--- src/rtl/ps2_key_decoder_pkg.sv ---
// Shared definitions for the PS/2 key decoder: scan-code constants, FSM
// state encoding and the key-event FIFO entry layout.
package ps2_key_decoder_pkg;

    localparam logic [7:0] SC_EXT  = 8'hE0;
    localparam logic [7:0] SC_BRK  = 8'hF0;
    localparam logic [7:0] SC_BAT  = 8'hAA;
    localparam logic [7:0] SC_ACK  = 8'hFA;
    localparam logic [7:0] SC_RSND = 8'hFE;
    localparam logic [7:0] SC_ECHO = 8'hEE;

    typedef enum logic [1:0] {
        ST_IDLE    = 2'd0,
        ST_EXT     = 2'd1,
        ST_BRK     = 2'd2,
        ST_EXT_BRK = 2'd3
    } dec_state_e;

    typedef struct packed {
        logic       brk;
        logic       ext;
        logic [7:0] code;
    } key_entry_t;

    localparam int unsigned ENTRY_W = $bits(key_entry_t);

    // Keyboard housekeeping replies that never represent a key event.
    function automatic logic is_discard(input logic [7:0] b);
        return (b == SC_BAT) || (b == SC_ACK) || (b == SC_RSND) || (b == SC_ECHO);
    endfunction

endpackage

--- src/rtl/ps2_key_decoder_key_fifo.sv ---
// Key-event FIFO: storage plus wrap-bit pointers; accepts a push into a full
// FIFO only when a pop frees a slot in the same cycle.
module key_fifo
    import ps2_key_decoder_pkg::*;
#(
    parameter int unsigned DEPTH = 4
) (
    input  logic       CLK,
    input  logic       Reset,
    input  logic       push,
    input  key_entry_t wr_data,
    input  logic       pop,
    output key_entry_t rd_data,
    output logic       full,
    output logic       empty
);

    localparam int unsigned AW    = $clog2(DEPTH);
    localparam int unsigned PTR_W = AW + 1;
    localparam logic [PTR_W-1:0] PTR_ONE = {{AW{1'b0}}, 1'b1};

    key_entry_t       mem_q [DEPTH];
    logic [PTR_W-1:0] wr_ptr_q, wr_ptr_d;
    logic [PTR_W-1:0] rd_ptr_q, rd_ptr_d;
    logic             wr_en;
    logic             rd_en;

    always_comb begin
        empty = (wr_ptr_q == rd_ptr_q);
        full  = (wr_ptr_q[AW] != rd_ptr_q[AW]) &&
                (wr_ptr_q[AW-1:0] == rd_ptr_q[AW-1:0]);
        rd_en = pop && !empty;
        wr_en = push && (!full || rd_en);
        wr_ptr_d = wr_ptr_q;
        rd_ptr_d = rd_ptr_q;
        if (wr_en) begin
            wr_ptr_d = wr_ptr_q + PTR_ONE;
        end
        if (rd_en) begin
            rd_ptr_d = rd_ptr_q + PTR_ONE;
        end
        rd_data = mem_q[rd_ptr_q[AW-1:0]];
    end

    always_ff @(posedge CLK) begin
        if (Reset) begin
            wr_ptr_q <= '0;
            rd_ptr_q <= '0;
        end else begin
            wr_ptr_q <= wr_ptr_d;
            rd_ptr_q <= rd_ptr_d;
        end
    end

    always_ff @(posedge CLK) begin
        if (wr_en) begin
            mem_q[wr_ptr_q[AW-1:0]] <= wr_data;
        end
    end

endmodule

--- src/rtl/ps2_key_decoder.sv ---
// PS/2 scan-code decoder: folds E0/F0 prefixes into key events, queues them
// in key_fifo and exposes code/status bytes on a processor read port.
module ps2_key_decoder
    import ps2_key_decoder_pkg::*;
#(
    parameter int unsigned FIFO_DEPTH = 4,
    parameter logic [7:0]  RD_PORT    = 8'h70,
    parameter logic [7:0]  STAT_PORT  = 8'h71
) (
    input  logic       CLK,
    input  logic       Reset,
    input  logic       rx_done_tick,
    input  logic [7:0] rx_data,
    input  logic [7:0] ID_Port,
    input  logic       Read_Strobe,
    output logic [7:0] Data_Out,
    output logic       Key_Valid,
    output logic       Overflow
);

    dec_state_e state_q, state_d;
    logic       overflow_q, overflow_d;
    logic       push;
    key_entry_t push_entry;
    logic       pop_req;
    logic       stat_rd;
    logic       drop;
    key_entry_t head;
    logic       full;
    logic       empty;

    always_ff @(posedge CLK) begin
        if (Reset) begin
            state_q    <= ST_IDLE;
            overflow_q <= 1'b0;
        end else begin
            state_q    <= state_d;
            overflow_q <= overflow_d;
        end
    end

    always_comb begin
        state_d    = state_q;
        push       = 1'b0;
        push_entry = '0;
        if (rx_done_tick) begin
            unique case (state_q)
                ST_IDLE: begin
                    if (rx_data == SC_EXT) begin
                        state_d = ST_EXT;
                    end else if (rx_data == SC_BRK) begin
                        state_d = ST_BRK;
                    end else if (!is_discard(rx_data)) begin
                        push       = 1'b1;
                        push_entry = '{brk: 1'b0, ext: 1'b0, code: rx_data};
                    end
                end
                ST_EXT: begin
                    if (rx_data == SC_BRK) begin
                        state_d = ST_EXT_BRK;
                    end else if (rx_data != SC_EXT) begin
                        push       = 1'b1;
                        push_entry = '{brk: 1'b0, ext: 1'b1, code: rx_data};
                        state_d    = ST_IDLE;
                    end
                end
                ST_BRK: begin
                    if (rx_data != SC_BRK) begin
                        push       = 1'b1;
                        push_entry = '{brk: 1'b1, ext: 1'b0, code: rx_data};
                        state_d    = ST_IDLE;
                    end
                end
                ST_EXT_BRK: begin
                    if (rx_data != SC_BRK) begin
                        push       = 1'b1;
                        push_entry = '{brk: 1'b1, ext: 1'b1, code: rx_data};
                        state_d    = ST_IDLE;
                    end
                end
                default: state_d = ST_IDLE;
            endcase
        end
    end

    // A pending drop wins over a status-read clear in the same cycle.
    always_comb begin
        pop_req    = Read_Strobe && (ID_Port == RD_PORT);
        stat_rd    = Read_Strobe && (ID_Port == STAT_PORT);
        drop       = push && full && !pop_req;
        overflow_d = overflow_q;
        if (drop) begin
            overflow_d = 1'b1;
        end else if (stat_rd) begin
            overflow_d = 1'b0;
        end
    end

    key_fifo #(
        .DEPTH(FIFO_DEPTH)
    ) u_key_fifo (
        .CLK    (CLK),
        .Reset  (Reset),
        .push   (push),
        .wr_data(push_entry),
        .pop    (pop_req),
        .rd_data(head),
        .full   (full),
        .empty  (empty)
    );

    always_comb begin
        Key_Valid = !empty;
        Overflow  = overflow_q;
        Data_Out  = '0;
        if (ID_Port == RD_PORT) begin
            Data_Out = empty ? 8'h00 : head.code;
        end else if (ID_Port == STAT_PORT) begin
            Data_Out = {!empty, full, overflow_q, 3'b000,
                        head.brk & !empty, head.ext & !empty};
        end
    end

endmodule

--- config.mk ---
export PLATFORM = sky130hd
export DESIGN_NAME = ps2_key_decoder
export DESIGN_NICKNAME = d
export VERILOG_FILES = /design/src/rtl/ps2_key_decoder_pkg.sv /design/src/rtl/ps2_key_decoder_key_fifo.sv /design/src/rtl/ps2_key_decoder.sv
export SDC_FILE = /design/constraint.sdc
export NUM_CORES = 1
export LEC_CHECK = 0
export BUFFER_PORTS_ARGS = -buffer_cell sky130_fd_sc_hd__buf_2
export CORE_MARGIN = 5
export CORE_UTILIZATION = 56
export CTS_CLUSTER_DIAMETER = 60
export DETAILED_ROUTE_END_ITERATION = 10
export MAX_ROUTING_LAYER = met4
export PLACE_DENSITY_LB_ADDON = 0.25
export SETUP_SLACK_MARGIN = 0.4
export SYNTH_ARGS = -nofsm -noshare
export SYNTH_HDL_FRONTEND = slang
export SYNTH_SLANG_ARGS = --single-unit
--- constraint.sdc ---
create_clock -name CLK -period 2.7 [get_ports CLK]
set_input_delay 0.135 -clock CLK [delete_from_list [all_inputs] [get_ports CLK]]
set_output_delay 0.135 -clock CLK [all_outputs]
set_load 0.02 [all_outputs]
# Word level (Yosys, flattened, before mapping)
# Memories as Yosys holds them, arrays and structs flattened. A register that Yosys moved wholly into a read port is not among the register bits.
# Cells that the tools add are included.
# totals
ff_bits	9
ramBits	40
inputBits	20
word_cells	78
n_memories	1
# op_classes
add_sub_neg	2
eq_ne	19
n_mux	32
bitwise	2
n_reduce_logical	18
# memory_table
name	depth	width	read_ports	rd_ports_with_merged_regs	write_ports	line_no	text
u_key_fifo.mem_q	4	10	1	1	1	ps2_key_decoder_key_fifo.sv:22	key_entry_t mem_q [DEPTH];
# op_table
operator	count
== test 8 bit, second input constant	6
two-way mux 8 bit	6
one-hot mux 10 bit (4 select lines)	1
two-way mux 10 bit	3
two-way mux 9 bit	2
== test 8 x 7 -> 1 bit, second input constant	2
!= test 8 bit, second input constant	2
two-way mux 2 bit	7
two-way mux 1 bit	11
logical AND 1 bit	7
adder 3 x 1 -> 3 bit, second input constant	2
!= test 3 bit, second input constant	2
one-hot mux 2 bit (3 select lines)	1
== test 2 bit, second input constant	2
logical OR 1 bit	4
AND reduction 4 bit	1
== test 3 bit	1
logical NOT 1 bit	3
one-hot mux 1 bit (3 select lines)	1
AND 1 bit	2
== test 2 x 1 -> 1 bit, second input constant	1
== test 2 bit	1
logical NOT 2 bit	1
!= test 2 x 1 -> 1 bit, second input constant	1
3 further kinds	3

# Longest topological paths before layout
# Gate-level depths: netlist (run 1).
# logic_depth
ltp_word	12
ltp_mapped	6
depth_no_buf	6

# Hierarchy
# A second synthesis (run 1) with hierarchy kept.
# unflattened
hier_cells	172
hier_area_um2	2441.1
# modules_own_cells
mod	n_inst	cells_each	area_per_inst_um2	seq_area_each_um2
key_fifo	1	107	1984.4	1361.3
ps2_key_decoder	1	65	456.7	60.1

# Worst setup path after synthesis (run 1)
# No wires, ideal clock.
# synth_path
kind	reg2reg
from	reg state_q[1]
to	reg u_key_fifo.wr_ptr_q[2]
setup_time_ps	121
arrival_time_ps	2068
slack_ps	511
stages_incl_launch_ff	7
n_path_buf	1
path_cell_list	dfxtp_1 clkbuf_1 mux2i_1 nor3_1 o31a_2 nor3_2 mux2_2
# synth_between
elab_chain_cells	5
# synth_rtl
element	line_no	text
start: declaration	ps2_key_decoder.sv:21	dec_state_e state_q, state_d;
start signal: assignment	ps2_key_decoder.sv:37	state_q <= state_d;
== test 2 bit	ps2_key_decoder.sv:47	unique case (state_q)
OR reduction 2 bit (no source line)	n/a	
one-hot mux 1 bit (3 select lines) (*)	ps2_key_decoder.sv:47	
two-way mux 1 bit (*)	ps2_key_decoder.sv:46	if (rx_done_tick) begin
logical AND 1 bit (*)	ps2_key_decoder_key_fifo.sv:33	wr_en = push && (!full || rd_en);
end signal: assignment	ps2_key_decoder_key_fifo.sv:50	wr_ptr_q <= wr_ptr_d;
end: declaration	ps2_key_decoder_key_fifo.sv:23	logic [PTR_W-1:0] wr_ptr_q, wr_ptr_d;
# Every way passes the cells marked *; elsewhere a longest branch is shown, timed or not.
# A chain may end at the register's enable or synchronous reset.

# Worst setup path in the final report (run 1)
# layout_path
from	reg state_q[1]
to	mem u_key_fifo.mem_q[2][5] in the netlist's numbering, enable pin
# layout_between
elab_chain_cells	7
# layout_rtl
element	line_no	text
== test 2 bit	ps2_key_decoder.sv:47	
OR reduction 2 bit (no source line)	n/a	
one-hot mux 1 bit (3 select lines) (*)	ps2_key_decoder.sv:47	
two-way mux 1 bit (*)	ps2_key_decoder.sv:46	
logical AND 1 bit (*)	ps2_key_decoder_key_fifo.sv:33	
two-way mux 1 bit (*)	ps2_key_decoder_key_fifo.sv:56	if (wr_en) begin
two-way mux 1 bit (not written as such) (*)	ps2_key_decoder_key_fifo.sv:57	mem_q[wr_ptr_q[AW-1:0]] <= wr_data;
end: declaration	ps2_key_decoder_key_fifo.sv:22	
# Marks and branches as above.

==> impl_metrics.prom, run 1 <==
# TYPE chip_impl_metric gauge
chip_impl_info{name="outcome",value="complete, no violations"} 1
chip_impl_info{name="critical_path.reg2reg.endpoint",value="u_key_fifo.mem_q[2][5]"} 1
chip_impl_metric{name="finalHoldViolations",unit=""} 0
chip_impl_metric{name="static-leakage-power",unit="nW"} 0.990
chip_impl_metric{name="antenna_found_initial",unit=""} 0
chip_impl_metric{name="route.final.wire_length",unit="um"} 4540
chip_impl_metric{name="fmax",unit="MHz"} 463
chip_impl_metric{name="relative_contribution_of_the_clock_network_to_total_power",unit="%"} 34.3
chip_impl_metric{name="detail_route.first_pass.iterations",unit=""} 4
chip_impl_metric{name="clock_sink_count",unit=""} 51
chip_impl_metric{name="mappedNetlistArea",unit="um2"} 2350
chip_impl_metric{name="p_sw_share",unit="%"} 20.4
chip_impl_metric{name="cts.htree.levels",unit=""} 2
chip_impl_metric{name="ys_seq_area_share",unit="%"} 60.5
chip_impl_metric{name="timing_max_transition_violations_final",unit=""} 0
chip_impl_metric{name="fin_nets",unit=""} 227
chip_impl_info{name="worst_setup_path_start_kind",value="register"} 1
chip_impl_metric{name="setup_viol",unit=""} 0
chip_impl_metric{name="cap_violations",unit=""} 0
chip_impl_metric{name="power_per_cell_area",unit="nW/um2"} 576
chip_impl_info{name="cts_tree",value="built"} 1
chip_impl_metric{name="power_frac_comb",unit="%"} 8.2
chip_impl_metric{name="p_seq_share",unit="%"} 57.5
chip_impl_info{name="setup_repair_after_global_routing_missed_its_margin",value="no"} 1
chip_impl_metric{name="portBuffers",unit=""} 29
chip_impl_metric{name="clock_skew",unit="ps"} 4.39
chip_impl_metric{name="die_height",unit="um"} 74.8
chip_impl_metric{name="drcViolationCount",unit=""} 0
chip_impl_metric{name="dp.final_hpwl",unit="um"} 3510
chip_impl_metric{name="switching_power",unit="mW"} 0.316
chip_impl_metric{name="clock_insertion_delay_worst_skew",unit="ps"} 290
chip_impl_metric{name="antenna-diode-count",unit=""} 0
chip_impl_metric{name="reg2regPathDepth",unit=""} 5
chip_impl_info{name="critical_path_class",value="reg -> reg"} 1
chip_impl_metric{name="cp_max_fo",unit=""} 10
chip_impl_metric{name="finalSetupTns",unit="ps"} 0
chip_impl_metric{name="wirelength_per_cell",unit="um"} 18.0
chip_impl_metric{name="drive_gt1_share",unit="%"} 32.0
chip_impl_metric{name="num_rows",unit=""} 23
chip_impl_info{name="critical_path.endpoint_type",value="register"} 1
chip_impl_metric{name="grt_overflow",unit=""} 0
chip_impl_metric{name="post_dp_cell_area",unit="um2"} 2560
chip_impl_metric{name="regToRegSetupSlack",unit="ps"} 540
chip_impl_metric{name="cts.reportedPaths.clkPinSlew",unit="ps"} 90
chip_impl_metric{name="ffs_latches_synth",unit=""} 51
chip_impl_metric{name="area_delta_synth_final",unit="%"} 14.3
chip_impl_metric{name="fillCellCount",unit=""} 292
chip_impl_metric{name="grt_max_degree",unit=""} 16
chip_impl_metric{name="initial_cell_density_of_the_core",unit="%"} 58.3
chip_impl_metric{name="synth-edff-count",unit=""} 40
chip_impl_metric{name="timing.hold.worst_path_depth",unit=""} 3
chip_impl_metric{name="async_flop_share",unit="%"} 0
chip_impl_metric{name="synth.lib_cells_used.distinct",unit=""} 40
chip_impl_metric{name="fp.dieW",unit="um"} 74.8
chip_impl_metric{name="grtUsageTotal",unit="%"} 18.7
chip_impl_metric{name="vdd.ir_drop.worst",unit="uV"} 315
chip_impl_metric{name="cts-buffers-inserted",unit=""} 5
chip_impl_metric{name="tightestPinTransition",unit="ps"} 518
chip_impl_metric{name="yosys_warnings",unit=""} 0
chip_impl_metric{name="power.internal",unit="mW"} 1.23
chip_impl_metric{name="synth.avg_cell_area",unit="um2"} 14.1
chip_impl_metric{name="routed-via-count",unit=""} 1466
chip_impl_info{name="timing.hold.worst_endpoint",value="state_q[1]"} 1
chip_impl_info{name="synth_flop_cell",value="sky130_fd_sc_hd__edfxtp_1"} 1
chip_impl_metric{name="cp_data_arrival_time",unit="ps"} 2140
chip_impl_metric{name="syn-instance-count",unit=""} 167
chip_impl_info{name="worst_hold_startpoint",value="rx_data[4]"} 1
chip_impl_metric{name="post_cts_hold_buffer_count",unit=""} 0
chip_impl_metric{name="cts_max_path_buffers",unit=""} 2
chip_impl_metric{name="core_area",unit="um2"} 4030
chip_impl_info{name="regToRegStartpoint",value="state_q[1]"} 1
chip_impl_metric{name="place.gp.congestion",unit=""} 0.962
chip_impl_metric{name="dr_vias_cell",unit=""} 5.79
chip_impl_metric{name="finalCritPeriodShare",unit="%"} 79.9
chip_impl_metric{name="fin_crit",unit="ps"} 2160
chip_impl_metric{name="die-area",unit="um2"} 5590
chip_impl_metric{name="via_count_of_the_first_global_routing_pass",unit=""} 1478
chip_impl_info{name="worst_hold_path_type",value="in -> reg"} 1
chip_impl_info{name="ctsRootBufferMaster",value="sky130_fd_sc_hd__clkbuf_8"} 1
chip_impl_metric{name="detail_route.iter0.violations",unit=""} 121
chip_impl_metric{name="synth_fp_nets",unit=""} 192
chip_impl_metric{name="pin_count",unit=""} 30
chip_impl_metric{name="critical_path_required",unit="ps"} 2680
chip_impl_metric{name="timing.slew.headroom",unit="%"} 65.4
chip_impl_metric{name="antenna_violating_nets_post_route",unit=""} 0
chip_impl_metric{name="final_cell_area",unit="um2"} 2690
chip_impl_metric{name="grt_pass1_wl",unit="um"} 7330
## metrics by stage
step / instances / setup WS, ps / hold slack (ps) / power, mW / util (%)
2_1_floorplan: 167 / 511 / 283 / 0.983 / -
3_3_place_gp: 245 / 354 / 452 / 1.02 / 63.6
3_5_place_dp: 245 / 258 / 468 / 1.03 / 63.6
4_1_cts: 253 / 424 / 150 / 1.55 / 66.6
5_1_grt: 253 / 441 / 158 / 1.61 / 66.7
6_report: 253 / 542 / 154 / 1.55 / 66.7
## cells in the mapped netlist (2+ instances only)
cell                       instances  area share, %
sky130_fd_sc_hd__edfxtp_1         40             51
sky130_fd_sc_hd__nor2_1           19            3.0
sky130_fd_sc_hd__dfxtp_1          11            9.4
sky130_fd_sc_hd__and2_1           10            2.7
sky130_fd_sc_hd__mux4_2           10            9.6
sky130_fd_sc_hd__inv_1             6           0.96
sky130_fd_sc_hd__and3_1            5            1.3
sky130_fd_sc_hd__ha_1              5            2.7
sky130_fd_sc_hd__mux2i_1           5            2.1
sky130_fd_sc_hd__nand2_1           5           0.80
sky130_fd_sc_hd__nor2b_1           5            1.3
sky130_fd_sc_hd__xnor2_1           5            1.9
sky130_fd_sc_hd__o21ai_0           4           0.85
sky130_fd_sc_hd__nand3_1           3           0.64
sky130_fd_sc_hd__nor3_2            3            1.3
sky130_fd_sc_hd__a21o_1            2           0.64
sky130_fd_sc_hd__a21oi_1           2           0.43
sky130_fd_sc_hd__a31oi_1           2           0.53
sky130_fd_sc_hd__clkbuf_1          2           0.32
sky130_fd_sc_hd__mux2_2            2           0.96
sky130_fd_sc_hd__nand2b_1          2           0.53
## cells in the final DEF (no fill, tap or decap), types with 2 or more instances in the layout
cell and n:
sky130_fd_sc_hd__edfxtp_1 40, sky130_fd_sc_hd__buf_2 29, sky130_fd_sc_hd__nor2_1 19, sky130_fd_sc_hd__dfxtp_1 10
sky130_fd_sc_hd__mux4_2 10, sky130_fd_sc_hd__and2_1 7, sky130_fd_sc_hd__inv_1 6, sky130_fd_sc_hd__clkbuf_8 6
sky130_fd_sc_hd__xnor2_1 5, sky130_fd_sc_hd__and3_1 5, sky130_fd_sc_hd__nand2_1 5, sky130_fd_sc_hd__nor2b_1 5
sky130_fd_sc_hd__mux2i_1 5, sky130_fd_sc_hd__ha_1 5, sky130_fd_sc_hd__o21ai_0 4, sky130_fd_sc_hd__nor3_2 3
sky130_fd_sc_hd__nand3_1 3, sky130_fd_sc_hd__and2_2 3, sky130_fd_sc_hd__buf_4 3, sky130_fd_sc_hd__a21oi_1 2
sky130_fd_sc_hd__a21o_1 2, sky130_fd_sc_hd__a31oi_1 2, sky130_fd_sc_hd__nand2b_1 2, sky130_fd_sc_hd__mux2_2 2
## kinds of logic (layout without fill, tap and decap cells)
logic type	count (synthesis)	after routing	synth area share [%]
mux	17	17	12.7
compound gates	15	15	4.31
buf+inv	10	46	1.65
flops	51	51	60.5
simple gates	64	64	16.3
xor+xnor	5	5	1.86
fa+ha+maj	5	5	2.66
## worst max-delay path by stage
stage	slack, ps	cells after the start	end	startpoint
floorplan	510	6	u_key_fifo.wr_ptr_q[2]	state_q[1]
global placement	350	6	u_key_fifo.mem_q[1][4]	ID_Port[3]
detailed placement	260	6	u_key_fifo.mem_q[2][4]	ID_Port[3]
CTS	420	5	u_key_fifo.mem_q[1][3]	state_q[1]
global route	440	5	u_key_fifo.mem_q[2][6]	state_q[1]
finish	540	5	u_key_fifo.mem_q[2][5]	state_q[1]
## critical path, stage by stage, from the launching register on
cell                      delay, ps
sky130_fd_sc_hd__dfxtp_1        480
sky130_fd_sc_hd__mux2i_1        220
sky130_fd_sc_hd__nor3_1          60
sky130_fd_sc_hd__o31a_2         370
sky130_fd_sc_hd__nor3_2         330
sky130_fd_sc_hd__and2_2         380
## power by group through the flow
stage | registers [mW] | logic (mW) | clock network (mW)
after floorplan | 0.904 | 0.0795 | 0
after global placement | 0.907 | 0.118 | 0
after detailed placement | 0.909 | 0.126 | 0
after CTS | 0.890 | 0.127 | 0.537
after global routing | 0.893 | 0.140 | 0.574
final | 0.890 | 0.126 | 0.531
## per-layer routing
metal,part of all wire (%),up-vias,track usage (%),wire length (um)
met4,1.2,0,5.53,53
met5,0,-,-,0
met2,52,52,30.7,2370
li1,-,696,-,-
met1,41,712,23.5,1860
met3,5.6,6,3.87,256
## final cells by class
type | count | area (um2) | area share (%)
Tap cell | 50 | 62.6 | 2.33
Timing Repair Buffer | 32 | 168 | 6.24
Inverter | 6 | 22.5 | 0.838
Sequential cell | 51 | 1420 | 53.0
Clock buffer | 6 | 82.6 | 3.07
Multi-Input combinational cell | 106 | 893 | 33.3
Clock inverter | 2 | 35.0 | 1.30
## flip-flops by register name, summed over array words and instances, names as in the netlist, named ones only
register / count
u_key_fifo.wr_ptr_q: 3
Overflow: 1
u_key_fifo.rd_ptr_q: 3
u_key_fifo.mem_q: 40
state_q: 2
## repair_timing
action,4_1_cts,5_1_grt
setup endpoints to repair,20,11
gates resized for setup,2,2
buffers inserted,0,0
(Power assumes the default switching activity.)
==> run 2, diff against run 1 <==
Clock period 2.7 ns to 2 ns, I/O delays scaled along.
==> run 2 against run 1 <==
Compared with the run above: critical path depth fell by 1; highest routed layer unchanged; combinational power rose by 75%; total power rose by 37%; clock power rose by 32%; largest power group unchanged.
==> impl_metrics.prom, run 2 (synthesized netlist as in run 1, its figures left out) <==
# TYPE chip_impl_metric gauge
chip_impl_info{name="outcome",value="complete, no violations"} 1
chip_impl_metric{name="fmax",unit="MHz"} 546
chip_impl_metric{name="grt_max_degree",unit=""} 16
chip_impl_metric{name="vdd.ir_drop.worst",unit="uV"} 470
chip_impl_metric{name="detail_route.first_pass.iterations",unit=""} 5
chip_impl_metric{name="area_delta_synth_final",unit="%"} 23.5
chip_impl_metric{name="num_rows",unit=""} 23
chip_impl_metric{name="post_cts_hold_buffer_count",unit=""} 0
chip_impl_metric{name="dp.final_hpwl",unit="um"} 3570
chip_impl_metric{name="routed-wl-met3",unit="um"} 234
chip_impl_metric{name="fin_crit",unit="ps"} 1830
chip_impl_metric{name="drive_gt1_share",unit="%"} 42.6
chip_impl_metric{name="wl_met1",unit="um"} 2160
chip_impl_metric{name="route.final.wire_length",unit="um"} 5120
chip_impl_metric{name="finish.cell_count_without_fillers",unit=""} 266
chip_impl_metric{name="portBuffers",unit=""} 29
chip_impl_info{name="setup_repair_after_global_routing_missed_its_margin",value="yes"} 1
chip_impl_info{name="regToRegStartpoint",value="state_q[0]"} 1
chip_impl_metric{name="timing_max_transition_violations_final",unit=""} 0
chip_impl_metric{name="setup_viol",unit=""} 0
chip_impl_metric{name="critical_path_required",unit="ps"} 2020
chip_impl_metric{name="timing.hold.worst_path_depth",unit=""} 3
chip_impl_metric{name="via_count_of_the_first_global_routing_pass",unit=""} 1575
chip_impl_metric{name="initial_cell_density_of_the_core",unit="%"} 58.3
chip_impl_metric{name="fin_nets",unit=""} 240
chip_impl_metric{name="die_height",unit="um"} 74.8
chip_impl_metric{name="regToRegSetupSlack",unit="ps"} 170
chip_impl_metric{name="largest_reg_flops",unit=""} 40
chip_impl_metric{name="cts.htree.levels",unit=""} 2
chip_impl_metric{name="antenna-diode-count",unit=""} 0
chip_impl_metric{name="pin_count",unit=""} 30
chip_impl_metric{name="static-leakage-power",unit="nW"} 1.09
chip_impl_metric{name="fillCellCount",unit=""} 281
chip_impl_metric{name="final_cell_area",unit="um2"} 2900
chip_impl_info{name="layout.cells.most_common",value="sky130_fd_sc_hd__edfxtp_1"} 1
chip_impl_metric{name="wirelength_per_cell",unit="um"} 19.2
chip_impl_metric{name="drcViolationCount",unit=""} 0
chip_impl_metric{name="clock_sink_count",unit=""} 51
chip_impl_metric{name="power_per_cell_area",unit="nW/um2"} 731
chip_impl_info{name="worst_setup_path_start_kind",value="register"} 1
chip_impl_metric{name="fp.dieW",unit="um"} 74.8
chip_impl_metric{name="finalCritPeriodShare",unit="%"} 91.6
chip_impl_metric{name="totalPowerFinal",unit="mW"} 2.12
chip_impl_metric{name="reg2regPathDepth",unit=""} 4
chip_impl_metric{name="clock_insertion_delay_worst_skew",unit="ps"} 310
chip_impl_metric{name="cap_violations",unit=""} 0
chip_impl_info{name="worst_hold_startpoint",value="rx_done_tick"} 1
chip_impl_info{name="cts_tree",value="built"} 1
chip_impl_info{name="worst_hold_path_type",value="in -> reg"} 1
chip_impl_metric{name="core_area",unit="um2"} 4030
chip_impl_metric{name="grtUsageTotal",unit="%"} 20.5
chip_impl_metric{name="detail_route.iter0.violations",unit=""} 141
chip_impl_metric{name="place.gp.congestion",unit=""} 0.868
chip_impl_metric{name="routed-via-count",unit=""} 1557
chip_impl_metric{name="post_dp_cell_area",unit="um2"} 2670
chip_impl_info{name="ctsRootBufferMaster",value="sky130_fd_sc_hd__clkbuf_8"} 1
chip_impl_metric{name="met2WireLength",unit="um"} 2650
chip_impl_metric{name="tightestPinTransition",unit="ps"} 352
chip_impl_metric{name="post-route-util",unit="%"} 72.0
chip_impl_metric{name="placedCellCount",unit=""} 251
chip_impl_info{name="highest-signal-layer",value="met4"} 1
chip_impl_info{name="critical_path.reg2reg.endpoint",value="u_key_fifo.mem_q[1][4]"} 1
chip_impl_metric{name="clock_skew",unit="ps"} 6.39
chip_impl_info{name="timing.hold.worst_endpoint",value="state_q[1]"} 1
chip_impl_metric{name="hold_ws",unit="ps"} 98.3
chip_impl_metric{name="cts_max_path_buffers",unit=""} 2
chip_impl_metric{name="cts.reportedPaths.clkPinSlew",unit="ps"} 90
chip_impl_metric{name="grt_overflow",unit=""} 0
chip_impl_metric{name="post_place_setup_slack",unit="ps"} 43.5
chip_impl_metric{name="finalSetupTns",unit="ps"} 0
chip_impl_metric{name="cts-buffers-inserted",unit=""} 5
chip_impl_metric{name="cp_max_fo",unit=""} 7
chip_impl_metric{name="antenna_found_initial",unit=""} 0
chip_impl_metric{name="dr_vias_cell",unit=""} 5.85
chip_impl_metric{name="timing.slew.headroom",unit="%"} 76.5
chip_impl_metric{name="finalHoldViolations",unit=""} 0
chip_impl_metric{name="cp_data_arrival_time",unit="ps"} 1850
chip_impl_metric{name="die-area",unit="um2"} 5590
chip_impl_metric{name="grt_pass1_wl",unit="um"} 7960
chip_impl_info{name="layout.cells.most_common_list",value="sky130_fd_sc_hd__edfxtp_1 (40), sky130_fd_sc_hd__buf_2 (28), sky130_fd_sc_hd__nor2_1 (18), sky130_fd_sc_hd__mux4_2 (10), sky130_fd_sc_hd__and2_4 (9)"} 1
chip_impl_info{name="critical_path_class",value="reg -> reg"} 1
chip_impl_metric{name="antenna_violating_nets_post_route",unit=""} 0
chip_impl_metric{name="final_worst_setup_slack",unit="ps"} 168
chip_impl_info{name="critical_path.endpoint_type",value="register"} 1
[run 2: cell count changes in the layout (fill, tap and decap cells not counted), sizes merged]
| cell | previous run | this run |
|---|---|---|
| clkinv | 1 | 2 |
| buf | 32 | 42 |
| and2 | 10 | 13 |
| clkbuf | 6 | 5 |
[run 2: report_power, final]
part | internal (mW) | total, mW | leakage [nW] | switching [mW]
Sequential | 1.18 | 1.20 | 0.466 | 0.0167
Combinational | 0.103 | 0.221 | 0.566 | 0.118
Clock | 0.366 | 0.699 | 0.0556 | 0.333
Total | 1.65 | 2.12 | 1.09 | 0.468
[run 2: area by class of cell]
type | count | area, um2 | share of cell area (%)
Sequential cell | 51 | 1440 | 49.4
Multi-Input combinational cell | 109 | 1010 | 34.7
Timing Repair Buffer | 42 | 268 | 9.22
Clock buffer | 5 | 68.8 | 2.37
Tap cell | 50 | 62.6 | 2.16
Clock inverter | 3 | 38.8 | 1.34
Inverter | 6 | 22.5 | 0.776
[run 2: routing by layer]
metal | vias to the layer above | global-route usage [%]
met3 | 10 | 4.54
met4 | 0 | 6.13
met5 | - | -
li1 | 728 | -
met2 | 58 | 34.2
met1 | 761 | 24.9
[run 2: how the worst max path moves through the flow]
stage,slack [ps],cells after the start,startpoint,end
floorplan,80,5,ID_Port[3],u_key_fifo.wr_ptr_q[2]
global placement,80,6,ID_Port[3],u_key_fifo.mem_q[0][4]
detailed placement,40,6,ID_Port[3],u_key_fifo.mem_q[1][2]
CTS,180,5,register,Data_Out[0]
global route,90,5,state_q[1],u_key_fifo.mem_q[1][9]
finish,170,4,state_q[0],u_key_fifo.mem_q[1][4]
[run 2: timing repair]
item,in CTS,in global routing
setup buffers,3,1
resized for setup,24,3
gates cloned,3,0
hold endpoints to repair,0,0
pin swaps,7,2
endpoints found under the setup margin,65,66
[run 2: worst max-delay path, stage by stage (launching register included)]
cell                      delay (ps)
sky130_fd_sc_hd__dfxtp_1         470
sky130_fd_sc_hd__nor4_1          100
sky130_fd_sc_hd__o31a_2          410
sky130_fd_sc_hd__nor3_4          300
sky130_fd_sc_hd__and2_4          270
==> run 3, diff against run 2 <==
Settings changed: REMOVE_ABC_BUFFERS from default to 1.
==> run 3 against run 2 <==
Compared with the run above: worst setup slack worse by 40 ps; global-route usage down 1.0 points; non-clock buffer count rose by 1; combinational power shrank 4%; total power decreased by 5.9%; worst hold slack gained 16 ps; register-to-register slack lost 40 ps; flip-flop and latch count unchanged.
==> impl_metrics.prom, run 3 (synthesized netlist as in run 1, its figures left out) <==
# TYPE chip_impl_metric gauge
chip_impl_metric{name="totalPowerFinal",unit="mW"} 2.00
chip_impl_metric{name="cap_violations",unit=""} 0
chip_impl_metric{name="fin_crit",unit="ps"} 1870
chip_impl_metric{name="route.final.wire_length",unit="um"} 4920
chip_impl_info{name="timing.hold.worst_endpoint",value="state_q[1]"} 1
chip_impl_metric{name="fp.dieW",unit="um"} 74.8
chip_impl_info{name="critical_path.endpoint_type",value="register"} 1
chip_impl_info{name="cts_tree",value="built"} 1
chip_impl_metric{name="cp_max_fo",unit=""} 7
chip_impl_metric{name="core_area",unit="um2"} 4030
chip_impl_metric{name="area_delta_synth_final",unit="%"} 24.3
chip_impl_metric{name="initial_cell_density_of_the_core",unit="%"} 58.3
chip_impl_metric{name="grt_overflow",unit=""} 0
chip_impl_metric{name="power_frac_comb",unit="%"} 10.7
chip_impl_metric{name="dr_vias_cell",unit=""} 5.85
chip_impl_metric{name="grt_pass1_wl",unit="um"} 7670
chip_impl_metric{name="grt_max_degree",unit=""} 15
chip_impl_metric{name="finalSetupTns",unit="ps"} 0
chip_impl_metric{name="place.gp.congestion",unit=""} 0.931
chip_impl_metric{name="routed-via-count",unit=""} 1562
chip_impl_metric{name="cp_data_arrival_time",unit="ps"} 1880
chip_impl_metric{name="cts_max_path_buffers",unit=""} 2
chip_impl_info{name="worst_hold_path_type",value="in -> reg"} 1
chip_impl_metric{name="antenna_found_initial",unit=""} 0
chip_impl_metric{name="num_rows",unit=""} 23
chip_impl_metric{name="die-area",unit="um2"} 5590
chip_impl_metric{name="clock_sink_count",unit=""} 51
chip_impl_metric{name="drive_gt1_share",unit="%"} 42.9
chip_impl_metric{name="portBuffers",unit=""} 29
chip_impl_metric{name="clock_insertion_delay_worst_skew",unit="ps"} 300
chip_impl_metric{name="regToRegSetupSlack",unit="ps"} 130
chip_impl_info{name="layout.cells.most_common_list",value="sky130_fd_sc_hd__edfxtp_1 (40), sky130_fd_sc_hd__buf_2 (22), sky130_fd_sc_hd__nor2_1 (18), sky130_fd_sc_hd__buf_4 (12), sky130_fd_sc_hd__mux4_2 (10)"} 1
chip_impl_metric{name="final_worst_setup_slack",unit="ps"} 127
chip_impl_metric{name="switching_power",unit="mW"} 0.435
chip_impl_metric{name="p_sw_share",unit="%"} 21.8
chip_impl_metric{name="detail_route.first_pass.iterations",unit=""} 5
chip_impl_metric{name="antenna_violating_nets_post_route",unit=""} 0
chip_impl_metric{name="pin_count",unit=""} 30
chip_impl_info{name="worst_setup_path_start_kind",value="register"} 1
chip_impl_metric{name="finish.cell_count_without_fillers",unit=""} 267
chip_impl_metric{name="clock_skew",unit="ps"} 6.24
chip_impl_metric{name="wirelength_per_cell",unit="um"} 18.4
chip_impl_metric{name="relative_contribution_of_the_clock_network_to_total_power",unit="%"} 29.1
chip_impl_metric{name="post_cts_hold_buffer_count",unit=""} 0
chip_impl_metric{name="dp.final_hpwl",unit="um"} 3480
chip_impl_metric{name="p_seq_share",unit="%"} 60.2
chip_impl_info{name="outcome",value="complete, no violations"} 1
chip_impl_metric{name="tightestPinTransition",unit="ps"} 348
chip_impl_info{name="crit_path_top_delay_cell",value="sky130_fd_sc_hd__o31a_2"} 1
chip_impl_metric{name="cts.htree.levels",unit=""} 2
chip_impl_info{name="setup_repair_after_global_routing_missed_its_margin",value="yes"} 1
chip_impl_metric{name="detail_route.iter0.violations",unit=""} 127
chip_impl_metric{name="fmax",unit="MHz"} 534
chip_impl_info{name="critical_path.reg2reg.endpoint",value="u_key_fifo.mem_q[1][2]"} 1
chip_impl_metric{name="reg2regPathDepth",unit=""} 5
chip_impl_metric{name="timing_max_transition_violations_final",unit=""} 0
chip_impl_metric{name="timing.hold.worst_path_depth",unit=""} 3
chip_impl_metric{name="via_count_of_the_first_global_routing_pass",unit=""} 1580
chip_impl_metric{name="power_per_cell_area",unit="nW/um2"} 683
chip_impl_metric{name="post_place_setup_slack",unit="ps"} -235
chip_impl_metric{name="finalHoldViolations",unit=""} 0
chip_impl_metric{name="cts-buffers-inserted",unit=""} 5
chip_impl_metric{name="placedCellCount",unit=""} 254
chip_impl_metric{name="setup_viol",unit=""} 0
chip_impl_metric{name="fin_nets",unit=""} 241
chip_impl_metric{name="largest_reg_flops",unit=""} 40
chip_impl_metric{name="static-leakage-power",unit="nW"} 1.07
chip_impl_metric{name="drcViolationCount",unit=""} 0
chip_impl_metric{name="grtUsageTotal",unit="%"} 19.5
chip_impl_metric{name="cts.reportedPaths.clkPinSlew",unit="ps"} 80
chip_impl_metric{name="timing.slew.headroom",unit="%"} 76.7
chip_impl_info{name="ctsRootBufferMaster",value="sky130_fd_sc_hd__clkbuf_8"} 1
chip_impl_info{name="regToRegStartpoint",value="state_q[1]"} 1
chip_impl_metric{name="fillCellCount",unit=""} 259
chip_impl_metric{name="die_height",unit="um"} 74.8
chip_impl_metric{name="critical_path_required",unit="ps"} 2000
chip_impl_info{name="path_cells",value="buf_4 > nor4_1 > o31a_2 > nor3_4 > and2_2"} 1
chip_impl_metric{name="power.internal",unit="mW"} 1.56
chip_impl_info{name="worst_hold_startpoint",value="rx_data[4]"} 1
chip_impl_metric{name="finalCritPeriodShare",unit="%"} 93.6
chip_impl_info{name="layout.cells.most_common",value="sky130_fd_sc_hd__edfxtp_1"} 1
chip_impl_metric{name="vdd.ir_drop.worst",unit="uV"} 341
chip_impl_info{name="critical_path_class",value="reg -> reg"} 1
chip_impl_metric{name="antenna-diode-count",unit=""} 0
chip_impl_metric{name="critical_path.max_stage_delay",unit="ps"} 410
[run 3: cell count changes in the layout (fill, tap and decap cells not counted), sizes merged]
cell	before	now
clkbuf	5	7
buf	42	43
bufinv	1	0
clkinv	2	1
[run 3: repair_timing]
item | CTS | global route
setup buffers | 2 | 0
gates resized for setup | 31 | 13
pin swaps | 7 | 4
cloned | 1 | 2
setup endpoints to repair | 65 | 68
[run 3: worst max-delay path by stage]
stage	from	endpoint	slack, ps	depth (start not counted)
detailed placement	ID_Port[3]	u_key_fifo.mem_q[0][3]	-240	6
global placement	ID_Port[3]	u_key_fifo.mem_q[0][3]	-120	6
finish	state_q[1]	u_key_fifo.mem_q[1][2]	130	5
global route	state_q[1]	u_key_fifo.mem_q[1][2]	40	5
floorplan	ID_Port[3]	u_key_fifo.wr_ptr_q[2]	-90	5
CTS	register	Data_Out[0]	170	5
[run 3: worst max-delay path: cells and delay by family (launching register included)]
kind                   cells  cell delay, ps
buffers and inverters      1             140
AND/OR/NAND/NOR            3             690
AO/OA/AOI/OAI              1             410
flip-flops                 1             340
[run 3: power groups by stage]
stage               combinational, mW  clock, mW  sequential [mW]
CTS                             0.198      0.593             1.20
floorplan                       0.105          0             1.22
detailed placement              0.174          0             1.23
global placement                0.168          0             1.22
global route                    0.232      0.643             1.21
finish                          0.213      0.581             1.20
[run 3: metrics by stage]
stage	instance area, um2	util [%]	hold WS [ps]
finish	2920	72.5	115
global route	2920	72.5	120
CTS	2860	70.9	105
detailed placement	2640	65.6	431
global placement	2640	65.6	423
floorplan	2330	-	169
[run 3: per-layer routing]
| metal | routed length [um] | global-route usage, % |
|---|---|---|
| met5 | 0 | - |
| met4 | 65 | 4.94 |
| met3 | 257 | 4.27 |
| met2 | 2470 | 31.9 |
| met1 | 2130 | 24.8 |
[run 3: cell type report]
cell class	count	area, um2	share of cell area (%)
tap	50	62.6	2.14
clock inverter	1	3.75	0.129
sequential	51	1430	49.0
multi-input combinational	109	995	34.1
timing repair buffer	43	319	10.9
inverter	6	22.5	0.771
clock buffer	7	86.3	2.96
